`src/rtl/wb_sum_mult_responder_if.sv`:
```
// Wishbone classic slave bundle for the sum/multiply responder; one ack per strobe,
// one cycle after the hit. The initiator must drop stb between transfers.
interface wb_sum_mult_responder_if;
  logic        wbs_cyc_i;
  logic        wbs_stb_i;
  logic        wbs_we_i;
  logic [31:0] wbs_adr_i;
  logic [31:0] wbs_dat_i;
  logic [3:0]  wbs_sel_i;
  logic        wbs_ack_o;
  logic [31:0] wbs_dat_o;

  modport slave (
    input  wbs_cyc_i, wbs_stb_i, wbs_we_i, wbs_adr_i, wbs_dat_i, wbs_sel_i,
    output wbs_ack_o, wbs_dat_o
  );

  modport master (
    output wbs_cyc_i, wbs_stb_i, wbs_we_i, wbs_adr_i, wbs_dat_i, wbs_sel_i,
    input  wbs_ack_o, wbs_dat_o
  );
endinterface

```
`src/rtl/wb_sum_mult_responder.sv`:
```
// Wishbone register front-end that launches a sum/multiply accelerator and captures its result.
// Ack one cycle after a hit, once per strobe; the accelerator run is guarded by a watchdog.
module wb_sum_mult_responder #(
  parameter logic [31:0] BASE_ADDR = 32'h3000_0000,
  parameter logic [15:0] TIMEOUT   = 16'hFFFF
) (
  input  logic                          wb_clk_i,
  input  logic                          wb_rst_ni,
  wb_sum_mult_responder_if.slave        wbs,
  output logic                          acc_start,
  output logic [15:0]                   acc_n,
  input  logic                          acc_busy,
  input  logic [31:0]                   acc_x,
  output logic                          irq
);
  typedef enum logic [1:0] {S_IDLE, S_LAUNCH, S_ARM, S_RUN} state_e;

  state_e      state_q, state_d;
  logic        ack_q, ack_d, served_q, served_d;
  logic [31:0] dat_q, dat_d, result_q, result_d;
  logic [15:0] n_q, n_d, wdog_q, wdog_d, wdog_inc;
  logic        irq_en_q, irq_en_d, done_q, done_d, timeout_q, timeout_d, err_q, err_d;
  logic        start_q, start_d, irq_q, irq_d;
  logic        req, hit, wr, idle, ctrl_wr, n_wr, stat_wr, go, abort;
  logic [31:0] rd_dat;
  logic        unused_bits;

  assign req      = wbs.wbs_cyc_i & wbs.wbs_stb_i;
  // served_q holds off a second ack until the initiator drops the strobe
  assign hit      = req & ~served_q & (wbs.wbs_adr_i[31:4] == BASE_ADDR[31:4]);
  assign wr       = hit & wbs.wbs_we_i;
  assign idle     = (state_q == S_IDLE);
  assign ctrl_wr  = wr & (wbs.wbs_adr_i[3:2] == 2'd0) & wbs.wbs_sel_i[0];
  assign n_wr     = wr & (wbs.wbs_adr_i[3:2] == 2'd1);
  assign stat_wr  = wr & (wbs.wbs_adr_i[3:2] == 2'd2) & wbs.wbs_sel_i[0];
  assign go       = ctrl_wr & wbs.wbs_dat_i[0];
  assign abort    = ctrl_wr & wbs.wbs_dat_i[2];
  assign wdog_inc = wdog_q + 16'd1;
  assign unused_bits = ^{wbs.wbs_adr_i[1:0], wbs.wbs_dat_i[31:16], wbs.wbs_sel_i[3:2]};

  always_comb begin
    rd_dat = '0;
    case (wbs.wbs_adr_i[3:2])
      2'd0:    rd_dat = {30'd0, irq_en_q, 1'b0};
      2'd1:    rd_dat = {16'd0, n_q};
      2'd2:    rd_dat = {28'd0, err_q, timeout_q, done_q, ~idle};
      default: rd_dat = result_q;
    endcase
  end

  always_comb begin
    state_d   = state_q;
    served_d  = req & (served_q | hit);
    ack_d     = hit;
    dat_d     = (hit & ~wbs.wbs_we_i) ? rd_dat : 32'd0;
    result_d  = result_q;
    n_d       = n_q;
    wdog_d    = wdog_q;
    irq_en_d  = irq_en_q;
    done_d    = done_q;
    timeout_d = timeout_q;
    err_d     = err_q;
    start_d   = 1'b0;

    if (ctrl_wr) irq_en_d = wbs.wbs_dat_i[1];
    if (stat_wr) begin
      if (wbs.wbs_dat_i[1]) done_d    = 1'b0;
      if (wbs.wbs_dat_i[2]) timeout_d = 1'b0;
      if (wbs.wbs_dat_i[3]) err_d     = 1'b0;
    end
    if (n_wr) begin
      if (idle) begin
        if (wbs.wbs_sel_i[0]) n_d[7:0]  = wbs.wbs_dat_i[7:0];
        if (wbs.wbs_sel_i[1]) n_d[15:8] = wbs.wbs_dat_i[15:8];
      end else begin
        err_d = 1'b1;
      end
    end
    if (go && !idle) err_d = 1'b1;

    // Flag sets below come after the W1C clears so a same-cycle set wins
    case (state_q)
      S_IDLE: begin
        if (go) begin
          state_d = S_LAUNCH;
          start_d = 1'b1;
        end
      end
      S_LAUNCH: begin
        done_d    = 1'b0;
        timeout_d = 1'b0;
        wdog_d    = 16'd0;
        state_d   = S_ARM;
      end
      default: begin
        wdog_d = wdog_inc;
        if (abort) begin
          state_d = S_IDLE;
        end else if (wdog_inc == TIMEOUT) begin
          timeout_d = 1'b1;
          state_d   = S_IDLE;
        end else if (state_q == S_ARM) begin
          if (acc_busy) state_d = S_RUN;
        end else if (!acc_busy) begin
          result_d = acc_x;
          done_d   = 1'b1;
          state_d  = S_IDLE;
        end
      end
    endcase

    irq_d = done_d & irq_en_d;
  end

  always_ff @(posedge wb_clk_i) begin
    if (!wb_rst_ni) begin
      state_q   <= S_IDLE;
      ack_q     <= 1'b0;
      served_q  <= 1'b0;
      dat_q     <= '0;
      result_q  <= '0;
      n_q       <= '0;
      wdog_q    <= '0;
      irq_en_q  <= 1'b0;
      done_q    <= 1'b0;
      timeout_q <= 1'b0;
      err_q     <= 1'b0;
      start_q   <= 1'b0;
      irq_q     <= 1'b0;
    end else begin
      state_q   <= state_d;
      ack_q     <= ack_d;
      served_q  <= served_d;
      dat_q     <= dat_d;
      result_q  <= result_d;
      n_q       <= n_d;
      wdog_q    <= wdog_d;
      irq_en_q  <= irq_en_d;
      done_q    <= done_d;
      timeout_q <= timeout_d;
      err_q     <= err_d;
      start_q   <= start_d;
      irq_q     <= irq_d;
    end
  end

  assign wbs.wbs_ack_o = ack_q;
  assign wbs.wbs_dat_o = dat_q;
  assign acc_start     = start_q;
  assign acc_n         = n_q;
  assign irq           = irq_q;
endmodule

```
`src/flat_wrapper.sv`:
```
// flat-port wrapper written by rule: the top's interface ports become plain ports
module wb_sum_mult_responder_flat 
#(
  parameter logic [31:0] BASE_ADDR = 32'h3000_0000,
  parameter logic [15:0] TIMEOUT   = 16'hFFFF
)
  (wb_clk_i, wb_rst_ni, acc_start, acc_n, acc_busy, acc_x, irq, wbs_wbs_cyc_i, wbs_wbs_stb_i, wbs_wbs_we_i, wbs_wbs_adr_i, wbs_wbs_dat_i, wbs_wbs_sel_i, wbs_wbs_ack_o, wbs_wbs_dat_o);
  wb_sum_mult_responder_if wbs_i ();
  input  logic wb_clk_i;
  input  logic wb_rst_ni;
  output logic acc_start;
  output logic [15:0] acc_n;
  input  logic acc_busy;
  input  logic [31:0] acc_x;
  output logic irq;
  input wire logic [$bits(wbs_i.wbs_cyc_i)-1:0] wbs_wbs_cyc_i;
  input wire logic [$bits(wbs_i.wbs_stb_i)-1:0] wbs_wbs_stb_i;
  input wire logic [$bits(wbs_i.wbs_we_i)-1:0] wbs_wbs_we_i;
  input wire logic [$bits(wbs_i.wbs_adr_i)-1:0] wbs_wbs_adr_i;
  input wire logic [$bits(wbs_i.wbs_dat_i)-1:0] wbs_wbs_dat_i;
  input wire logic [$bits(wbs_i.wbs_sel_i)-1:0] wbs_wbs_sel_i;
  output wire logic [$bits(wbs_i.wbs_ack_o)-1:0] wbs_wbs_ack_o;
  output wire logic [$bits(wbs_i.wbs_dat_o)-1:0] wbs_wbs_dat_o;
  assign wbs_i.wbs_cyc_i = wbs_wbs_cyc_i;
  assign wbs_i.wbs_stb_i = wbs_wbs_stb_i;
  assign wbs_i.wbs_we_i = wbs_wbs_we_i;
  assign wbs_i.wbs_adr_i = wbs_wbs_adr_i;
  assign wbs_i.wbs_dat_i = wbs_wbs_dat_i;
  assign wbs_i.wbs_sel_i = wbs_wbs_sel_i;
  assign wbs_wbs_ack_o = wbs_i.wbs_ack_o;
  assign wbs_wbs_dat_o = wbs_i.wbs_dat_o;
  wb_sum_mult_responder #(.BASE_ADDR(BASE_ADDR), .TIMEOUT(TIMEOUT)) u_core (.wb_clk_i(wb_clk_i), .wb_rst_ni(wb_rst_ni), .wbs(wbs_i), .acc_start(acc_start), .acc_n(acc_n), .acc_busy(acc_busy), .acc_x(acc_x), .irq(irq));
endmodule
```
`config.mk`:
```
export PLATFORM = sky130hd
export DESIGN_NAME = wb_sum_mult_responder_flat
export DESIGN_NICKNAME = d
export VERILOG_FILES = /design/src/rtl/wb_sum_mult_responder_if.sv /design/src/rtl/wb_sum_mult_responder.sv /design/src/flat_wrapper.sv
export SDC_FILE = /design/constraint.sdc
export NUM_CORES = 1
export LEC_CHECK = 0
export CELL_PAD_IN_SITES_DETAIL_PLACEMENT = 1
export CELL_PAD_IN_SITES_GLOBAL_PLACEMENT = 1
export CORE_AREA = 2 2 114 116
export DETAILED_ROUTE_END_ITERATION = 8
export DIE_AREA = 0 0 116 118
export GPL_ROUTABILITY_DRIVEN = 0
export PLACE_DENSITY_LB_ADDON = 0.1
export SETUP_SLACK_MARGIN = 0.15
export SKIP_CTS_REPAIR_TIMING = 1
export SYNTH_ARGS = -nofsm -noshare
export SYNTH_HDL_FRONTEND = slang
export SYNTH_SLANG_ARGS = --single-unit
export TNS_END_PERCENT = 100
```
`constraint.sdc`:
```
create_clock -name wb_clk_i -period 4.75 [get_ports wb_clk_i]
set_input_delay 1.1875 -clock wb_clk_i [delete_from_list [all_inputs] [get_ports wb_clk_i]]
set_output_delay 1.1875 -clock wb_clk_i [all_outputs]
set_load 0.02 [all_outputs]
```
Yosys cells after proc, flatten, opt, wreduce, memory -nomap -nowiden
Cells that the tools add are included.
{"block": "classes", "add_sub_neg": 1, "n_eq_ne": 9, "mux": 28, "bitwise_logic": 23, "reduce_logical": 11}
{"op": "$pmux 32 s3", "count": 1}
{"op": "$pmux 16 s2", "count": 1}
{"op": "$eq 28x26->1 const B", "count": 1}
{"op": "$mux 1", "count": 17}
{"op": "$add 16x1->16 const B", "count": 1}
{"op": "$eq 16x16->1 const B", "count": 1}
{"op": "$and 1x1->1", "count": 14}
{"op": "$mux 2", "count": 6}
{"op": "$reduce_and 3->1", "count": 3}
{"op": "$not 1->1", "count": 8}
{"op": "$ne 6x1->1 const B", "count": 1}
{"op": "$ne 6x3->1 const B", "count": 1}
{"op": "$reduce_and 5->1", "count": 1}
{"op": "$eq 2x1->1 const B", "count": 2}
{"op": "$eq 2x2->1 const B", "count": 2}
{"op": "$logic_not 2->1", "count": 2}
{"op": "$pmux 1 s2", "count": 2}
{"op": "$pmux 2 s2", "count": 1}
{"op": "$reduce_and 2->1", "count": 2}
{"op": "$ne 2x2->1 const B", "count": 1}
{"op": "$reduce_or 2->1", "count": 1}
{"op": "$logic_and 1x1->1", "count": 1}
{"op": "$logic_not 1->1", "count": 1}
{"op": "$or 1x1->1", "count": 1}
{"block": "word_totals", "regBits": 106, "inputBits": 106, "out_inout_bits": 51, "word_cells": 86}

Logic depth before layout (Yosys ltp)
Gate-level depths: netlist (run 1).
{"block": "logic_depth", "depth_word": 13, "mapped_depth": 10, "depth_no_buf": 8}

Least setup slack after synthesis (run 1)
OpenSTA, ideal clock, no wires.
{"block": "synth_timing", "path_kind": "input -> register", "start": "input port wbs_wbs_adr_i[15]", "end": "register u_core.done_q", "setup_time_ns": 0.115, "arrival_time_ns": 2.853, "required_ns": 4.635, "path_slack_ns": 1.783, "stages": 8, "path_buffers": 2, "cell_sequence": "nor4_1 nand4_1 nor3_1 a31oi_1 and3_1 buf_6 buf_8 o21a_1"}
{"block": "synth_between", "elab_chain_len": 11, "word_cells_on_any_way": 14, "classes_between": "eq/ne (1); mux (6); bitwise (7)"}
{"element": "start: declaration", "line_no": "flat_wrapper.sv:19", "text": "input wire logic [$bits(wbs_i.wbs_adr_i)-1:0] wbs_wbs_adr_i;"}
{"element": "$eq 28x26->1 (*)", "line_no": "wb_sum_mult_responder.sv:30", "text": "assign hit = req & ~served_q & (wbs.wbs_adr_i[31:4] == BASE_ADDR[31:4]);"}
{"element": "$and 1x1->1 (*)", "line_no": "wb_sum_mult_responder.sv:30"}
{"element": "$and 1x1->1 (*)", "line_no": "wb_sum_mult_responder.sv:31", "text": "assign wr = hit & wbs.wbs_we_i;"}
{"element": "$and 1x1->1 (2 in a row)", "line_no": "wb_sum_mult_responder.sv:35", "text": "assign stat_wr = wr & (wbs.wbs_adr_i[3:2] == 2'd2) & wbs.wbs_sel_i[0];"}
{"element": "$mux 1", "line_no": "wb_sum_mult_responder.sv:66", "text": "if (stat_wr) begin"}
{"element": "$mux 1", "line_no": "wb_sum_mult_responder.sv:104", "text": "end else if (!acc_busy) begin"}
{"element": "$mux 1", "line_no": "wb_sum_mult_responder.sv:102", "text": "end else if (state_q == S_ARM) begin"}
{"element": "$mux 1", "line_no": "wb_sum_mult_responder.sv:99", "text": "end else if (wdog_inc == TIMEOUT) begin"}
{"element": "$mux 1", "line_no": "wb_sum_mult_responder.sv:97", "text": "if (abort) begin"}
{"element": "$pmux 1 s2 (*)", "line_no": "wb_sum_mult_responder.sv:82", "text": "case (state_q)"}
{"element": "end signal: assignment", "line_no": "wb_sum_mult_responder.sv:139", "text": "done_q <= done_d;"}
{"element": "end: declaration", "line_no": "wb_sum_mult_responder.sv:22", "text": "logic irq_en_q, irq_en_d, done_q, done_d, timeout_q, timeout_d, err_q, err_d;"}
Every way passes the cells marked *; elsewhere a longest branch is shown, timed or not.
A chain may end at the register's enable or synchronous reset.

Final worst setup path (run 1)
{"block": "layout_timing", "start": "input port wbs_wbs_stb_i", "end": "register u_core.done_q"}
{"block": "layout_between", "elab_chain_len": 12, "word_cells_on_any_way": 15, "classes_between": "mux (6); bitwise (9)"}
{"element": "start: declaration", "line_no": "flat_wrapper.sv:17", "text": "input wire logic [$bits(wbs_i.wbs_stb_i)-1:0] wbs_wbs_stb_i;"}
{"element": "$and 1x1->1 (*)", "line_no": "wb_sum_mult_responder.sv:28", "text": "assign req = wbs.wbs_cyc_i & wbs.wbs_stb_i;"}
{"element": "$and 1x1->1 (*) (2 in a row)", "line_no": "wb_sum_mult_responder.sv:30"}
{"element": "$and 1x1->1 (*)", "line_no": "wb_sum_mult_responder.sv:31"}
{"element": "$and 1x1->1 (2 in a row)", "line_no": "wb_sum_mult_responder.sv:35"}
{"element": "$mux 1", "line_no": "wb_sum_mult_responder.sv:66"}
{"element": "$mux 1", "line_no": "wb_sum_mult_responder.sv:104"}
{"element": "$mux 1", "line_no": "wb_sum_mult_responder.sv:102"}
{"element": "$mux 1", "line_no": "wb_sum_mult_responder.sv:99"}
{"element": "$mux 1", "line_no": "wb_sum_mult_responder.sv:97"}
{"element": "$pmux 1 s2 (*)", "line_no": "wb_sum_mult_responder.sv:82"}
Marked as above.

==> run_results.csv, run 1 <==
group,metric,value,unit
outcome,outcome,"finished clean",
clocking,clock_latency,0.34,ns
layout,final_cells,765,
place,placedInstanceArea,0.00576,mm²
job,drv_cap,0,
power_and_ir_drop,p_leak,2.25,nW
layout,finalInstanceArea,0.00608,mm²
layout,seqCellArea,0.00212,mm²
synth,yosys.area.top_type_share,49.3,%
clocking,cts_root_buf,"clkbuf_16",
die,fp.dieArea,0.0137,mm²
setup_path,crit_end,"u_core.done_q",
synth,synth_area,0.00431,mm²
sta,period_minus_slack,3.75,ns
power_and_ir_drop,power_density,293,mW/mm²
clocking,cts_tree,"built",
global_routing,grt_pass1_vias,3778,
sta,setup_ws,1.00,ns
setup_path,rr_endpoint,"u_core.done_q",
clocking,clk_pin_slew_worst_paths,0.07,ns
die,fp.dieH,118,µm
clocking,clockBufferDepth,2,
place,dpl.hpwl,8.73,mm
detailed_routing,drtIter0Drc,164,
setup_path,worstPathRequired,4.98,ns
clocking,clock_sinks,106,
setup_path,crit_type,"input port to flip-flop",
sta,hold_viol,0,
layout,utilization,49.0,%
setup_path,critPathArrivalTime,3.98,ns
die,die_width,116,µm
setup_path,cp-end-kind,"flip-flop",
sta,min_period_over_period,78.8,%
die,num_io_pins,157,
setup_path,crit_fanout,34,
sta,relSlewSlack,27.1,%
detailed_routing,vias,3696,
die,row_count,41,
synth,ys.flop_type,"dfxtp_1",
global_routing,grt_max_degree,71,
place,dp.cells,749,
setup_path,r2r-start,"u_core.wdog_q[0]",
synth,synth_nets,571,
synth,synth_area_leader_cell,"dfxtp_1",
layout,antennaDiodeCount,0,
sta,fin_tns_setup,0,ns
detailed_routing,dr.pass1.iters,4,
min_path,hold_path_class,"flip-flop to flip-flop",
global_routing,grt_pass1_wl,19.4,mm
detailed_routing,ant_nets,0,
synth,synthDistinctLibCells,46,
sta,setup_viol,0,
place,numPortBuffers,136,
setup_path,r2r_setup_slack,1.49,ns
synth,synth_edf_count,0,
global_routing,grt_use_total,18.1,%
synth,ys_seq_area_share,49.3,%
sta,fmax,267,MHz
setup_path,critPathLaunch,"wbs_wbs_stb_i",
place,dp_slack,0.670,ns
layout,finalNetCount,696,
detailed_routing,drt-vias-per-instance,4.83,
layout,multiInputGateArea,0.00200,mm²
global_routing,grt_antenna_before_repair,1,
setup_path,worstRegToRegCells,8,
synth,yosys-top-cells-area,"dfxtp_1, mux2i_1, nand2_1, nor2_1, and2_1",
sta,rsz0062_at_grt,"no",
synth,syn_avg_cell_area,9.30,µm²
synth,ys_seq_elements,106,
synth,yosys_warnings,0,
sta,finClkSkew,0.00387,ns
global_routing,overflow,0,
die,core-area,0.0124,mm²
clocking,cts_buffers,9,
synth,syn_inst,463,
power_and_ir_drop,finalPower,1.78,mW
power_and_ir_drop,peakVddDrop,0.219,mV
die,start_util,34.7,%
layout,syn_to_final_growth,41.2,%
sta,hold_ws,0.453,ns
sta,slew_violations,0,
clocking,htreeDepth,3,
detailed_routing,wire_per_inst,15.8,µm
layout,nFillCells,1464,
synth,synthArstFlopShare,0,%
detailed_routing,wirelength,12.1,mm
layout,drive_above_1_share,4.89,%
setup_path,critPathLaunchType,"input port",
sta,worst_pin_slew,1.09,ns
detailed_routing,remaining_drc_errors,0,
how the worst min path moves through the flow:
stage,start,end,slack [ns],cells past startpoint
2_1_floorplan,u_core.result_q[16],u_core.wbs.wbs_dat_o[16],0.43,1
3_3_place_gp,u_core.result_q[23],u_core.wbs.wbs_dat_o[23],0.43,1
3_5_place_dp,u_core.result_q[31],u_core.wbs.wbs_dat_o[31],0.45,1
4_1_cts,u_core.result_q[22],u_core.wbs.wbs_dat_o[22],0.46,1
5_1_grt,u_core.result_q[29],u_core.wbs.wbs_dat_o[29],0.48,1
6_report,u_core.result_q[17],u_core.result_q[17],0.45,2
flip-flops by register name, indices dropped and copies added, names as in the netlist:
name and cells:
u_core.done_q 1, u_core.err_q 1, u_core.wbs.wbs_ack_o 1, u_core.wbs.wbs_dat_o 32, u_core.irq_en_q 1, u_core.acc_start 1, u_core.state_q 2, u_core.acc_n 16
u_core.wdog_q 16, u_core.irq 1, u_core.result_q 32, u_core.served_q 1, u_core.timeout_q 1
logic make-up after synthesis:
| group | count (synthesis) | share of synthesized area [%] |
|---|---|---|
| XOR/XNOR | 8 | 1.80 |
| AO/OA/AOI/OAI | 43 | 6.54 |
| buffers and inverters | 34 | 4.18 |
| adder cells (fa/ha/maj) | 2 | 0.581 |
| flip-flops | 106 | 49.3 |
| AND/OR/NAND/NOR | 204 | 21.9 |
| multiplexers | 66 | 15.7 |
synth_stat cells, types with 2 or more instances:
master     instances
inv_1              6
a41oi_1            3
nor4_1             6
nand4b_1           2
and2_1            17
or2_2              2
ha_1               2
and3_1             4
dfxtp_1          106
nor3_1             5
buf_1              3
a2bb2oi_1          2
clkbuf_1          19
xnor2_1            5
o22ai_1            3
a22oi_1            7
xor2_1             2
a21oi_1           13
o21a_1             2
nand2_1           81
nand3_1           11
o21ai_0            7
a311oi_1           2
mux2i_1           64
nor2b_1            4
nor2_1            54
nand4_1           11
buf_12             2
routing by layer:
| metal | up-vias | wire length [µm] | GRT usage (%) |
|---|---|---|---|
| met5 | - | 0 | 0 |
| met3 | 12 | 559 | 5.72 |
| met4 | 0 | 185 | 4.46 |
| met1 | 1782 | 5350 | 21.5 |
| met2 | 71 | 5960 | 31.4 |
| li1 | 1831 | - | - |
cells in the final DEF, fill, tap and decap left out, types with 2 or more instances in the layout:
| master | instances |
|---|---|
| nand2_1 | 81 |
| and3_1 | 3 |
| xnor2_1 | 5 |
| ha_1 | 2 |
| a21oi_1 | 13 |
| nor4_1 | 6 |
| o21ai_0 | 7 |
| or2_2 | 2 |
| clkbuf_16 | 9 |
| nand4_1 | 11 |
| clkbuf_8 | 3 |
| mux2i_1 | 64 |
| clkdlybuf4s50_1 | 135 |
| nor3_1 | 5 |
| o21a_1 | 2 |
| o22ai_1 | 3 |
| nand4b_1 | 2 |
| dfxtp_1 | 106 |
| buf_4 | 5 |
| a2bb2oi_1 | 2 |
| inv_1 | 6 |
| nor2_1 | 54 |
| nand3_1 | 11 |
| xor2_1 | 2 |
| a22oi_1 | 7 |
| and2_1 | 17 |
| nor2b_1 | 4 |
| a311oi_1 | 2 |
| a41oi_1 | 3 |
critical path, stage by stage:
cell and delay (ns):
clkdlybuf4s50_1 0.48, nor4bb_1 0.27, nand4_1 0.19, nor3_1 0.62, a31oi_1 0.25, and3_2 0.61, o21a_1 0.34
where the power goes:
| group | internal, mW | switching, mW | leakage [nW] |
|---|---|---|---|
| Clock | 0.453 | 0.326 | 0.152 |
| Combinational | 0.0707 | 0.0398 | 1.24 |
| Sequential | 0.888 | 0.00000000114 | 0.853 |
area by class of cell:
type	instances	area share, %
clock buffer	13	4.45
clock inverter	3	0.762
inverter	7	0.432
multi-input combinational	323	33.0
sequential	106	34.9
tap	172	3.54
timing repair buffer	141	22.9
Power figures use the tool's default switching activity.
==> run 2: changes to the inputs <==
CORE_AREA = 2 2 125 127   (was 2 2 114 116)
DIE_AREA = 0 0 127 129   (was 0 0 116 118)
clock period = 3 ns   (was 4.75 ns; I/O delays follow)
==> run 2 against run 1 <==
Net effect: clock power is 60% higher; sequential power is 59% higher; first-iteration DRC count is 25% lower; worst setup slack worse by 0.69 ns; clock-buffer cell count is 2 lower; non-clock buffer count is 17 higher; register-to-register slack worse by 1.2 ns; final cell count is 4.1% higher; clock skew is 0.0016 ns higher; sequential share of layout area is 0.99 points lower; critical path depth is 2 higher; die area is 20% higher; critical endpoint is now u_core.result_q[18]; largest power group unchanged.
==> run_results.csv, run 2 (synthesis gave the netlist of run 1 again) <==
group,metric,value,unit
outcome,outcome,"finished clean",
power_and_ir_drop,p_leak,2.34,nW
global_routing,overflow,0,
sta,rsz0062_at_grt,"no",
die,fp.dieArea,0.0164,mm²
global_routing,grt_pass1_vias,4014,
detailed_routing,wire_per_inst,15.8,µm
place,dp.cells,782,
setup_path,cp-end-kind,"flip-flop",
layout,multiInputGateArea,0.00202,mm²
global_routing,grtUsageMet1,19.0,%
global_routing,grt_use_total,15.9,%
sta,slew_violations,0,
setup_path,crit_type,"flip-flop to flip-flop",
clocking,clockBufferDepth,2,
layout,syn_to_final_growth,45.4,%
detailed_routing,wirelength,12.6,mm
layout,finalNetCount,713,
layout,final_cell_mix,"clkdlybuf4s50_1, dfxtp_1, nand2_1",
power_and_ir_drop,switching_share,20.2,%
layout,antennaDiodeCount,0,
sta,hold_ws,0.457,ns
die,fp.dieH,129,µm
sta,setup_ws,0.313,ns
layout,layout_commonest_cell,"clkdlybuf4s50_1",
layout,final_cells,796,
detailed_routing,drtIter0Drc,123,
die,core-area,0.0150,mm²
place,dpl.hpwl,9.19,mm
setup_path,critPathLaunchType,"flip-flop",
detailed_routing,ant_nets,0,
global_routing,grtUsageMet2,28.1,%
place,dp_slack,0.0327,ns
sta,setup_viol,0,
power_and_ir_drop,switching_power,0.572,mW
die,start_util,28.7,%
setup_path,worstPathRequired,3.23,ns
min_path,hold_path_class,"flip-flop to flip-flop",
die,num_io_pins,157,
clocking,clock_latency,0.35,ns
global_routing,grt_antenna_before_repair,0,
global_routing,grt_busiest_layer,"met2",
global_routing,grt_max_degree,71,
clocking,clk_pin_slew_worst_paths,0.07,ns
sta,fmax,372,MHz
job,drv_cap,0,
detailed_routing,vias,3771,
setup_path,crit_fanout,20,
global_routing,grt_pass1_wl,20.5,mm
clocking,cts_buffers,9,
clocking,htreeDepth,3,
sta,finClkSkew,0.00547,ns
sta,fin_tns_setup,0,ns
power_and_ir_drop,finalPower,2.84,mW
clocking,clock_sinks,106,
power_and_ir_drop,p_int,2.26,mW
place,numPortBuffers,136,
sta,min_period_over_period,89.6,%
power_and_ir_drop,seqPwrFrac,49.6,%
sta,hold_viol,0,
power_and_ir_drop,power_density,453,mW/mm²
sta,worst_pin_slew,0.715,ns
power_and_ir_drop,power_frac_comb,6.3,%
global_routing,grt.met3_usage,3.83,%
detailed_routing,remaining_drc_errors,0,
die,die_width,127,µm
clocking,cts_tree,"built",
sta,relSlewSlack,52.4,%
detailed_routing,drt-vias-per-instance,4.74,
power_and_ir_drop,peakVddDrop,0.258,mV
die,row_count,45,
setup_path,critPathArrivalTime,2.92,ns
layout,drive_above_1_share,7.57,%
sta,period_minus_slack,2.69,ns
layout,nFillCells,1699,
detailed_routing,dr.pass1.iters,5,
layout,seqCellArea,0.00212,mm²
clocking,cts_root_buf,"clkbuf_16",
power_and_ir_drop,p_clk_share,44.1,%
## run 2: changes by cell type in the layout (fill, tap and decap cells not counted)
cell,change
and3_4,+1
buf_12,+2
ha_4,+1
buf_4,+15
and3_2,-1
ha_1,-1
bufinv_16,+1
dfxtp_2,+1
dfxtp_1,-1
clkinv_2,+1
clkbuf_8,-2
clkinvlp_4,-1
clkinv_4,-1
## run 2: critical path, cell delays in order (launching register included)
cell and delay (ns):
dfxtp_2 0.40, ha_4 0.18, nand3_2 0.09, or4_4 0.58
xnor2_2 0.17, nand4_1 0.12, or3b_1 0.45, and3_4 0.25
buf_12 0.18, mux2i_1 0.13
## run 2: path summary, 6_finish.rpt
check                           slack [ns]  depth (start not counted)                  endpoint                 from
worst min-delay path                  0.46                          1  u_core.wbs.wbs_dat_o[25]  u_core.result_q[25]
worst min register to register        0.46                          1  u_core.wbs.wbs_dat_o[25]  u_core.result_q[25]
worst max-delay path                  0.31                          9       u_core.result_q[18]     u_core.wdog_q[1]
worst max register to register        0.31                          9       u_core.result_q[18]     u_core.wdog_q[1]
## run 2: power groups by stage
stage	registers, mW	clock network (mW)	logic [mW]
after global placement	1.44	0	0.179
after floorplan	1.44	0	0.0472
after detailed placement	1.44	0	0.180
after global routing	1.41	1.36	0.193
after CTS	1.41	1.30	0.182
final	1.41	1.25	0.178
## run 2: final cells by class
class	instances	area share, %
timing repair buffer	158	24.7
tap	188	3.76
sequential	106	33.9
clock inverter	3	1.04
clock buffer	11	3.88
inverter	7	0.420
multi-input combinational	323	32.3
## run 2: metal layers
metal,share of wire (%),vias up
met2,50,72
met3,4.0,14
met1,44,1818
met5,0,-
li1,-,1867
met4,1.5,0
## run 2: per-stage QoR
stage | cell area, µm² | utilization, %
after floorplan | 4310 | -
after global placement | 5930 | 39.6
after detailed placement | 5930 | 39.6
after CTS | 6240 | 41.7
after global routing | 6260 | 41.8
final | 6260 | 41.8
==> run 3: changes to the inputs <==
CORE_AREA = 2 2 106 108   (was 2 2 125 127)
DIE_AREA = 0 0 108 110   (was 0 0 127 129)
DONT_BUFFER_PORTS = 1   (was not set)
==> run 3 against run 2 <==
Net effect: register-to-register slack better by 0.02 ns; worst hold slack better by 0.0051 ns; routed wire length is 15% lower; largest power group unchanged; sequential share of layout area is 12 points higher.
==> run_results.csv, run 3 (synthesis gave the netlist of run 1 again) <==
group,metric,value,unit
detailed_routing,vias,3255,
die,row_count,38,
detailed_routing,drtIter0Drc,158,
global_routing,grt_pass1_vias,3171,
layout,seqCellArea,0.00213,mm²
layout,final_cell_mix,"dfxtp_1, nand2_1, mux2i_1",
layout,syn_to_final_growth,8.57,%
sta,rsz0062_at_grt,"no",
global_routing,grt_pass1_wl,16.5,mm
sta,finClkSkew,0.00835,ns
detailed_routing,remaining_drc_errors,0,
layout,nFillCells,1233,
die,fp.dieH,110,µm
die,start_util,40.2,%
sta,slew_violations,0,
power_and_ir_drop,power_density,498,mW/mm²
setup_path,critPathLaunchType,"flip-flop",
sta,min_period_over_period,88.9,%
detailed_routing,wl_met2,5.22,mm
clocking,htreeDepth,3,
die,die_width,108,µm
layout,finalNetCount,570,
detailed_routing,wire_per_inst,17.6,µm
setup_path,crit_type,"flip-flop to flip-flop",
sta,setup_viol,0,
detailed_routing,drt-vias-per-instance,5.36,
setup_path,crit_fanout,24,
place,dpl.hpwl,7.57,mm
sta,fmax,375,MHz
clocking,cts_buffers,9,
layout,antennaDiodeCount,0,
global_routing,grt_antenna_before_repair,0,
sta,period_minus_slack,2.67,ns
setup_path,critPathLaunch,"u_core.wdog_q[0]",
detailed_routing,wl_met3,516,µm
clocking,cts_tree,"built",
die,core-area,0.0107,mm²
setup_path,r2r-start,"u_core.wdog_q[0]",
place,numPortBuffers,0,
clocking,clock_latency,0.37,ns
power_and_ir_drop,peakVddDrop,0.342,mV
power_and_ir_drop,p_leak,1.75,nW
setup_path,critPathArrivalTime,2.92,ns
detailed_routing,route.top_layer_used,"met4",
clocking,cts_root_buf,"clkbuf_8",
sta,relSlewSlack,71.6,%
detailed_routing,wirelength,10.7,mm
layout,drive_above_1_share,8.78,%
min_path,hold_path_class,"flip-flop to flip-flop",
global_routing,grt_use_total,18.0,%
clocking,clockBufferDepth,2,
layout,utilization,43.7,%
setup_path,worstPathRequired,3.26,ns
die,fp.dieArea,0.0119,mm²
setup_path,cp-end-kind,"flip-flop",
die,num_io_pins,157,
sta,hold_viol,0,
detailed_routing,wirelength_met1,4.80,mm
sta,worst_pin_slew,0.422,ns
global_routing,overflow,0,
clocking,clk_pin_slew_worst_paths,0.10,ns
detailed_routing,dr.pass1.iters,4,
detailed_routing,ant_nets,0,
layout,multiInputGateArea,0.00202,mm²
clocking,clock_sinks,106,
job,drv_cap,0,
global_routing,grt_max_degree,72,
outcome,outcome,"finished clean",
min_path,hold_start,"u_core.result_q[21]",
sta,fin_tns_setup,0,ns
setup_path,r2r_setup_slack,0.33,ns
layout,layout_commonest_cell,"dfxtp_1",
run 3: layout make-up:
type / count / area share (%)
Tap cell: 140 / 3.75
Multi-Input combinational cell: 323 / 43.1
Inverter: 7 / 0.562
Clock buffer: 9 / 2.65
Sequential cell: 106 / 45.5
Clock inverter: 7 / 1.47
Timing Repair Buffer: 15 / 2.94
run 3: worst paths after layout:
kind	to	cells after the start
worst max-delay path	u_core.result_q[22]	9
worst min-delay path	u_core.result_q[21]	2
worst max register to register	u_core.result_q[22]	9
worst min register to register	u_core.result_q[21]	2
run 3: layer usage:
layer	vias up	global-route usage, %
li1	1580	-
met5	-	0
met2	77	30.1
met4	0	5.13
met3	10	5.64
met1	1588	22.6
run 3: power breakdown:
part | switching [mW] | total, mW | internal [mW]
clock | 0.500 | 0.886 | 0.386
combinational | 0.0201 | 0.0361 | 0.0160
sequential | 0.000000000666 | 1.40 | 1.40
run 3: stage by stage:
stage,instances,hold slack [ns],cell area (µm²),worst slack (ns),power [mW]
3_5_place_dp,591,0.442,4470,0.151,1.48
2_1_floorplan,463,0.430,4310,0.304,1.49
5_1_grt,607,0.473,4670,0.167,2.43
6_report,607,0.462,4670,0.333,2.33
3_3_place_gp,591,0.434,4470,0.222,1.47
4_1_cts,607,0.464,4660,0.122,2.36
run 3: critical path: stages (launching register included):
cell     delay [ns]
dfxtp_1        0.39
ha_4           0.17
nand3_2        0.09
or4_4          0.58
xnor2_2        0.14
nand4_1        0.12
or3b_1         0.43
and3_2         0.28
buf_12         0.19
mux2i_1        0.14
